[config.mk]
export PLATFORM = sky130hd
export DESIGN_NAME = serial_subtractor
export DESIGN_NICKNAME = d
export VERILOG_FILES = /design/src/rtl/serial_subtractor_pkg.sv /design/src/rtl/serial_subtractor_digit_fs.sv /design/src/rtl/serial_subtractor.sv
export SDC_FILE = /design/constraint.sdc
export NUM_CORES = 1
export LEC_CHECK = 0
export BUFFER_PORTS_ARGS = -buffer_cell sky130_fd_sc_hd__buf_4
export CORE_MARGIN = 8
export CORE_UTILIZATION = 45
export DETAILED_ROUTE_END_ITERATION = 12
export GPL_TIMING_DRIVEN = 0
export MAX_ROUTING_LAYER = met4
export PLACE_DENSITY = 0.67
export SETUP_SLACK_MARGIN = 0.02
export SLEW_MARGIN = 20
export SYNTH_ARGS = -nofsm -noshare
export SYNTH_HDL_FRONTEND = slang
export SYNTH_SLANG_ARGS = --single-unit
[constraint.sdc]
create_clock -name clk -period 3.6 [get_ports clk]
set_clock_uncertainty 0.15 [all_clocks]
set_input_delay 0.54 -clock clk [delete_from_list [all_inputs] [get_ports clk]]
set_output_delay 0.54 -clock clk [all_outputs]
set_load 0.03 [all_outputs]
[src/rtl/serial_subtractor_pkg.sv]
// Shared constants for the digit-serial add/subtract unit: state encoding,
// operation modes and the step-counter width helper.
package serial_subtractor_pkg;

  localparam logic [1:0] ST_IDLE = 2'd0;
  localparam logic [1:0] ST_RUN  = 2'd1;
  localparam logic [1:0] ST_DONE = 2'd2;

  localparam logic MODE_SUB = 1'b0;
  localparam logic MODE_ADD = 1'b1;

  // A single-step operation still needs a 1-bit counter.
  function automatic int cntWidth(input int steps);
    return (steps <= 2) ? 1 : $clog2(steps);
  endfunction

endpackage

[src/rtl/serial_subtractor_digit_fs.sv]
// Combinational DIGIT-bit ripple slice: a chain of per-bit full adder /
// full subtractor cells sharing one carry/borrow chain.
module digit_fs
  import serial_subtractor_pkg::*;
#(
  parameter int DIGIT = 1
) (
  input  logic [DIGIT-1:0] a_dig,
  input  logic [DIGIT-1:0] b_dig,
  input  logic             mode,
  input  logic             cin,
  output logic [DIGIT-1:0] res,
  output logic             cout
);

  logic [DIGIT:0] chain;

  assign chain[0] = cin;

  for (genvar i = 0; i < DIGIT; i++) begin : gCell
    logic x;
    assign x      = a_dig[i] ^ b_dig[i];
    assign res[i] = x ^ chain[i];
    // Sum and difference bits are identical; only the chain term differs.
    assign chain[i+1] = (mode == MODE_ADD)
                        ? ((a_dig[i] & b_dig[i]) | (x & chain[i]))
                        : ((~a_dig[i] & b_dig[i]) | (~x & chain[i]));
  end

  assign cout = chain[DIGIT];

endmodule

[src/rtl/serial_subtractor.sv]
// Digit-serial add/subtract unit: DIGIT bits per clock, LSD first, with a
// start/busy/done handshake and registered result, borrow/carry and zero flag.
//
//   state   | meaning
//   IDLE    | waiting for start; result outputs hold last completion
//   RUN     | one digit per edge through the slice
//   DONE    | one-cycle done pulse, then back to IDLE
module serial_subtractor
  import serial_subtractor_pkg::*;
#(
  parameter int WIDTH = 8,
  parameter int DIGIT = 1
) (
  input  logic             clk,
  input  logic             rst,
  input  logic             start,
  input  logic             mode,
  input  logic [WIDTH-1:0] a,
  input  logic [WIDTH-1:0] b,
  input  logic             bin,
  output logic             busy,
  output logic             done,
  output logic [WIDTH-1:0] d,
  output logic             bout,
  output logic             zero
);

  localparam int STEPS = WIDTH / DIGIT;
  localparam int CW    = cntWidth(STEPS);
  localparam logic [CW-1:0] LAST = CW'(STEPS - 1);

  if (WIDTH % DIGIT != 0) begin : gBadDigit
    $error("serial_subtractor: WIDTH must be a multiple of DIGIT");
  end

  logic [1:0]       state;
  logic [WIDTH-1:0] aSh;
  logic [WIDTH-1:0] bSh;
  logic             modeR;
  logic             br;
  logic [CW-1:0]    cnt;
  logic [DIGIT-1:0] sliceRes;
  logic             sliceCout;
  logic [WIDTH-1:0] accNext;

  digit_fs #(.DIGIT(DIGIT)) uSlice (
    .a_dig (aSh[DIGIT-1:0]),
    .b_dig (bSh[DIGIT-1:0]),
    .mode  (modeR),
    .cin   (br),
    .res   (sliceRes),
    .cout  (sliceCout)
  );

  // The partial result only needs to hold the digits already produced.
  if (DIGIT < WIDTH) begin : gAcc
    logic [WIDTH-DIGIT-1:0] acc;
    assign accNext = {sliceRes, acc};
    always_ff @(posedge clk or posedge rst) begin
      if (rst) begin
        acc <= '0;
      end else if (state == ST_RUN) begin
        acc <= accNext[WIDTH-1:DIGIT];
      end
    end
  end else begin : gNoAcc
    assign accNext = sliceRes;
  end

  always_ff @(posedge clk or posedge rst) begin
    if (rst) begin
      state <= ST_IDLE;
      aSh   <= '0;
      bSh   <= '0;
      modeR <= MODE_SUB;
      br    <= 1'b0;
      cnt   <= '0;
      d     <= '0;
      bout  <= 1'b0;
      zero  <= 1'b0;
    end else begin
      case (state)
        ST_IDLE: begin
          if (start) begin
            aSh   <= a;
            bSh   <= b;
            modeR <= mode;
            br    <= bin;
            cnt   <= '0;
            state <= ST_RUN;
          end
        end
        ST_RUN: begin
          aSh <= aSh >> DIGIT;
          bSh <= bSh >> DIGIT;
          br  <= sliceCout;
          cnt <= cnt + 1'b1;
          if (cnt == LAST) begin
            d     <= accNext;
            bout  <= sliceCout;
            zero  <= (accNext == '0);
            state <= ST_DONE;
          end
        end
        ST_DONE: state <= ST_IDLE;
        default: state <= ST_IDLE;
      endcase
    end
  end

  assign busy = (state == ST_RUN) || (state == ST_DONE);
  assign done = (state == ST_DONE);

endmodule

# Word-level counts from Yosys, hierarchy flattened
# Index checks and enable logic that the tools add are counted.
# W data, S select, Z words.
[word_totals]
ff_bits = 40
inputBits = 21
out_inout_bits = 12
[op_classes]
n_addsub = 1
n_eq_ne = 5
n_mux = 12
bitwise_logic = 10
n_reduce_logical = 8
[op_table]
columns = ["cell", "n"]
rows = [
  ["$pmux W8 S2", 2],
  ["$mux W8", 2],
  ["$logic_not A8 Y1", 1],
  ["$reduce_and A2 Y1", 4],
  ["$pmux W3 S2", 1],
  ["$and A1 B1 Y1", 4],
  ["$mux W2", 2],
  ["$pmux W2 S2", 1],
  ["$add A3 B1 Y3 const B", 1],
  ["$eq A3 B3 Y1 const B", 1],
  ["$mux W3", 1],
  ["$eq A2 B1 Y1 const B", 1],
  ["$eq A2 B2 Y1 const B", 1],
  ["$logic_not A2 Y1", 1],
  ["$mux W1", 2],
  ["$ne A2 B1 Y1 const B", 1],
  ["$ne A2 B2 Y1 const B", 1],
  ["$not A1 Y1", 2],
  ["$or A1 B1 Y1", 2],
  ["$pmux W1 S2", 1],
  ["$reduce_bool A2 Y1", 1],
  ["$xor A1 B1 Y1", 2],
  ["$logic_or A1 B1 Y1", 1],
]

# Logic depth before layout (Yosys ltp)
[logic_depth]
ltp_word = 6
ltp_mapped = 6
ltp_nobuf = 5

# Hierarchy
# From an unflattened synthesis, not the netlist that was laid out.
[unflattened]
cells_unflattened = 147
hier_area_um2 = 1930.6
[by_module_without_submodules]
columns = ["mod", "instances", "cells_each", "area_per_inst_um2", "seq_area_each_um2"]
rows = [
  ["serial_subtractor", 1, 141, 1874.3, 1001.0],
  ["digit_fs", 1, 6, 56.3, 0.0],
]

# Worst setup path after synthesis
# No wires, ideal clock.
[synth_path]
path_type = "flip-flop to flip-flop"
start = "reg cnt[0]"
end = "reg d[0]"
setup_time_ps = 125
t_arrival_ps = 1384
slack_ps = 1941
path_stages_with_launch = 6
path_buffers = 1
cell_sequence = "dfrtp_1 ha_1 ha_1 nand2_1 buf_2 mux2_2"
[synth_between]
elab_chain_cells = 2
[synth_lines]
columns = ["item", "line", "text"]
rows = [
  ["from (decl)", "serial_subtractor.sv:41", "logic [CW-1:0] cnt;"],
  ["from (signal assigned)", "serial_subtractor.sv:97", "cnt <= cnt + 1'b1;"],
  ["$eq A3 B3 Y1", "serial_subtractor.sv:98", "if (cnt == LAST) begin"],
  ["$reduce_and A2 Y1 (no source line)", "-", ""],
  ["to (signal assigned)", "serial_subtractor.sv:99", "d <= accNext;"],
  ["to (decl)", "serial_subtractor.sv:23", "output logic [WIDTH-1:0] d,"],
]
# No other way between the ends.
# A chain may end at the register's enable or synchronous reset.

# Worst setup path after layout
[layout_path]
start = "reg state[0]"
end = "out busy"
[layout_between]
elab_chain_cells = 2
[layout_lines]
columns = ["item", "line", "text"]
rows = [
  ["from (decl)", "serial_subtractor.sv:36", "logic [1:0] state;"],
  ["from (signal assigned)", "serial_subtractor.sv:72", "state <= ST_IDLE;"],
  ["from (signal assigned)", "serial_subtractor.sv:90", "state <= ST_RUN;"],
  ["from (signal assigned)", "serial_subtractor.sv:102", "state <= ST_DONE;"],
  ["$eq A2 B1 Y1 / $eq A2 B2 Y1 (equally long branches)", "serial_subtractor.sv:111", "assign busy = (state == ST_RUN) || (state == ST_DONE);"],
  ["$logic_or A1 B1 Y1 *", "serial_subtractor.sv:111", ""],
  ["to (decl)", "serial_subtractor.sv:21", "output logic busy,"],
]
# Mark *: on every way between the ends. The rest lies on a longest branch, timed or not.

==> impl_metrics.py <==
metrics = {
    "power_and_ir_drop": {
        "p_int_mw": 1.250,
        "p_leak_nw": 1.119,
        "comb_power_share_pct": 42.3,
        "swShare_pct": 36.09,
        "p_sw_mw": 0.7059,
        "p_clk_share_pct": 18.3,
        "seqPwrFrac_pct": 39.4,
        "irDropWorstVdd_mv": 0.4368,
        "power_density_mw_per_mm2": 860.8,
    },
    "final_layout": {
        "final_cell_mix": "dfrtp_1, buf_4, nand2_1, o21ai_0, mux2_2",
        "area_growth_pct": 23.37,
        "fillers": 352,
        "fin_cells": 247,
        "diodes": 0,
        "multi_input_area_um2": 752.0,
        "drive_gt1_share_pct": 32.99,
        "layout.cells.most_common": "dfrtp_1",
        "regArea_mm2": 0.001001,
        "stdcell_area_mm2": 0.002272,
        "fin_nets": 224,
    },
    "worst_setup_path": {
        "crit_path_start_kind": "register",
        "critPathMaxFanout": 3,
        "worstPathRequired_ps": 2910,
        "arrival_ps": 1170,
        "crit_type": "reg2out",
        "end_kind": "primary output",
    },
    "logic_synthesis": {
        "netlist_area_mm2": 0.001842,
        "yosys_warnings": 0,
        "synth_nets": 184,
        "yosys.cell_types.count": 22,
        "post_synth.cell_area_avg_um2": 11.81,
        "synth-seq-cells": 40,
        "synthCells": 156,
        "seq_area_frac_synth_pct": 54.35,
    },
    "placed_design": {
        "place_hpwl_um": 2603,
        "gp_congestion": 0.7046,
        "dpl_cell_area_mm2": 0.002165,
        "placedCellCount": 239,
        "portBuffers": 32,
    },
    "timing": {
        "hold_viol": 0,
        "tightest_slew_ps": 429.1,
        "period_minus_slack_ps": 1861,
        "rsz0062_at_grt": "no",
        "max_clock_freq_mhz": 537.4,
        "slew_headroom_pct": 70.83,
        "fin_crit_sh_pct": 51.69,
        "finalMaxSlewViolations": 0,
        "setup_tns_ps": 0,
        "finalSetupViolCount": 0,
    },
    "grt": {
        "antenna_found_initial": 0,
        "grt_pass1_vias": 1347,
        "gr-usage-all-layers_pct": 12.02,
        "grt_max_degree": 33,
        "grt_pass1_wl_um": 6009,
        "grt_overflow_total": 0,
    },
    "die": {
        "dieArea_mm2": 0.006396,
        "rows": 23,
        "core_area_mm2": 0.003971,
        "die_h_um": 79.98,
        "initial_core_util_pct": 46.38,
        "fp.dieW_um": 79.98,
        "io-pin-count": 33,
    },
    "clock_network": {
        "cts_buffers": 5,
        "cts_root_buf": "clkbuf_8",
        "clk_latency_ps": 290,
        "cts_max_level": 2,
        "cts-resized-gates": 0,
        "cts_buffer_depth": 2,
        "postCtsSetupBuffers": 0,
        "cts_sinks": 40,
        "hold_buffers": 0,
        "cts_tree": "done",
        "clk_pin_slew_ps": 80,
    },
    "routing": {
        "viasPerCell": 5.012,
        "wire_per_inst_um": 13.86,
        "routed_wl_um": 3423,
        "ant_nets": 0,
        "drt_iter0_markers": 43,
        "drt_pass1_iterations": 4,
        "drc": 0,
        "vias": 1238,
    },
    "flow_run": {
        "cap_violations": 0,
    },
    "outcome": {
        "outcome": "finished, final reports clean",
    },
    "worst_hold_path": {
        "hold_path.class": "in2async",
    },
}
-- cells in the mapped netlist --
| cell | number | share of area, % |
|---|---|---|
| or2b_1 | 1 | 0.41 |
| nor2_1 | 5 | 1.0 |
| a21oi_1 | 6 | 1.6 |
| buf_2 | 2 | 0.54 |
| nand2_1 | 24 | 4.9 |
| a22o_1 | 1 | 0.48 |
| nand2b_1 | 1 | 0.34 |
| nor2b_1 | 1 | 0.34 |
| a32o_1 | 2 | 1.1 |
| mux2i_2 | 1 | 0.75 |
| mux2_2 | 16 | 9.8 |
| ha_1 | 5 | 3.4 |
| fa_1 | 2 | 2.2 |
| o21ai_0 | 16 | 4.3 |
| mux2i_1 | 14 | 7.6 |
| nand3b_1 | 1 | 0.41 |
| and3_1 | 2 | 0.68 |
| inv_1 | 6 | 1.2 |
| dfrtp_1 | 40 | 54 |
| o21ai_1 | 3 | 0.81 |
| nor4_1 | 2 | 0.68 |
| buf_6 | 5 | 3.1 |
-- flip-flops by register name (all words and copies together) (netlist names), 2 cells and up --
signal    cells
d             8
bSh           8
gAcc.acc      7
cnt           3
aSh           8
state         2
-- layout make-up --
class                           instances  area share (%)
Clock inverter                          2           1.542
Sequential cell                        40           44.05
Inverter                                6          0.9912
Timing Repair Buffer                   33           11.45
Buffer                                  7           2.919
Clock buffer                            6           3.194
Tap cell                               50           2.753
Multi-Input combinational cell        103           33.09
-- critical path, stage by stage, from the launching register on --
cell	delay, ps
dfrtp_1	370
inv_1	70
ha_1	280
buf_4	170
-- path summary, 6_finish.rpt --
| kind | end | cells past startpoint | slack, ps | start |
|---|---|---|---|---|
| min in group clk | aSh[1] | 2 | 330 | aSh[1] |
| setup reg to reg | d[7] | 5 | 1770 | cnt[0] |
| hold reg to reg | aSh[1] | 2 | 330 | aSh[1] |
| hold / removal | bSh[2] | 2 | 9 | rst |
| setup / recovery | busy | 3 | 1740 | state[0] |
| max in group asynchronous | aSh[1] | 3 | 2860 | rst |
-- through the flow --
| step | hold slack [ps] | utilization, % | total power, mW | setup WS (ps) |
|---|---|---|---|---|
| floorplan | 298.3 | - | 1.394 | 1941 |
| detailed placement | 321.8 | 54.51 | 1.623 | 1771 |
| CTS | 12.16 | 57.21 | 1.984 | 1723 |
| finish | 9.065 | 57.21 | 1.956 | 1739 |
| global placement | 312.2 | 54.00 | 1.577 | 1499 |
| global route | 19.02 | 57.21 | 2.113 | 1632 |
-- power by group through the flow --
stage          combinational [mW]  clock (mW)  sequential [mW]
6_report                    0.827       0.358            0.771
3_5_place_dp                0.837           0            0.785
3_3_place_gp                0.804           0            0.773
5_1_grt                     0.927       0.382            0.804
4_1_cts                     0.841       0.366            0.776
2_1_floorplan               0.595           0            0.799
-- cell families after synthesis --
kind of cell               synth area share (%)
AOI/OAI and AO/OA                         8.356
adders and majority gates                 5.571
buffers and inverters                     4.823
DFF                                       54.35
muxes                                     18.14
and+or+nand+nor                           8.764
-- metal layers --
metal | global-route usage (%) | part of all wire, %
met5 | - | 0
met3 | 2.928 | 4.5
met1 | 13.77 | 45
met2 | 20.13 | 49
met4 | 3.818 | 1.3
No activity file was read; power rests on OpenSTA's default activity.
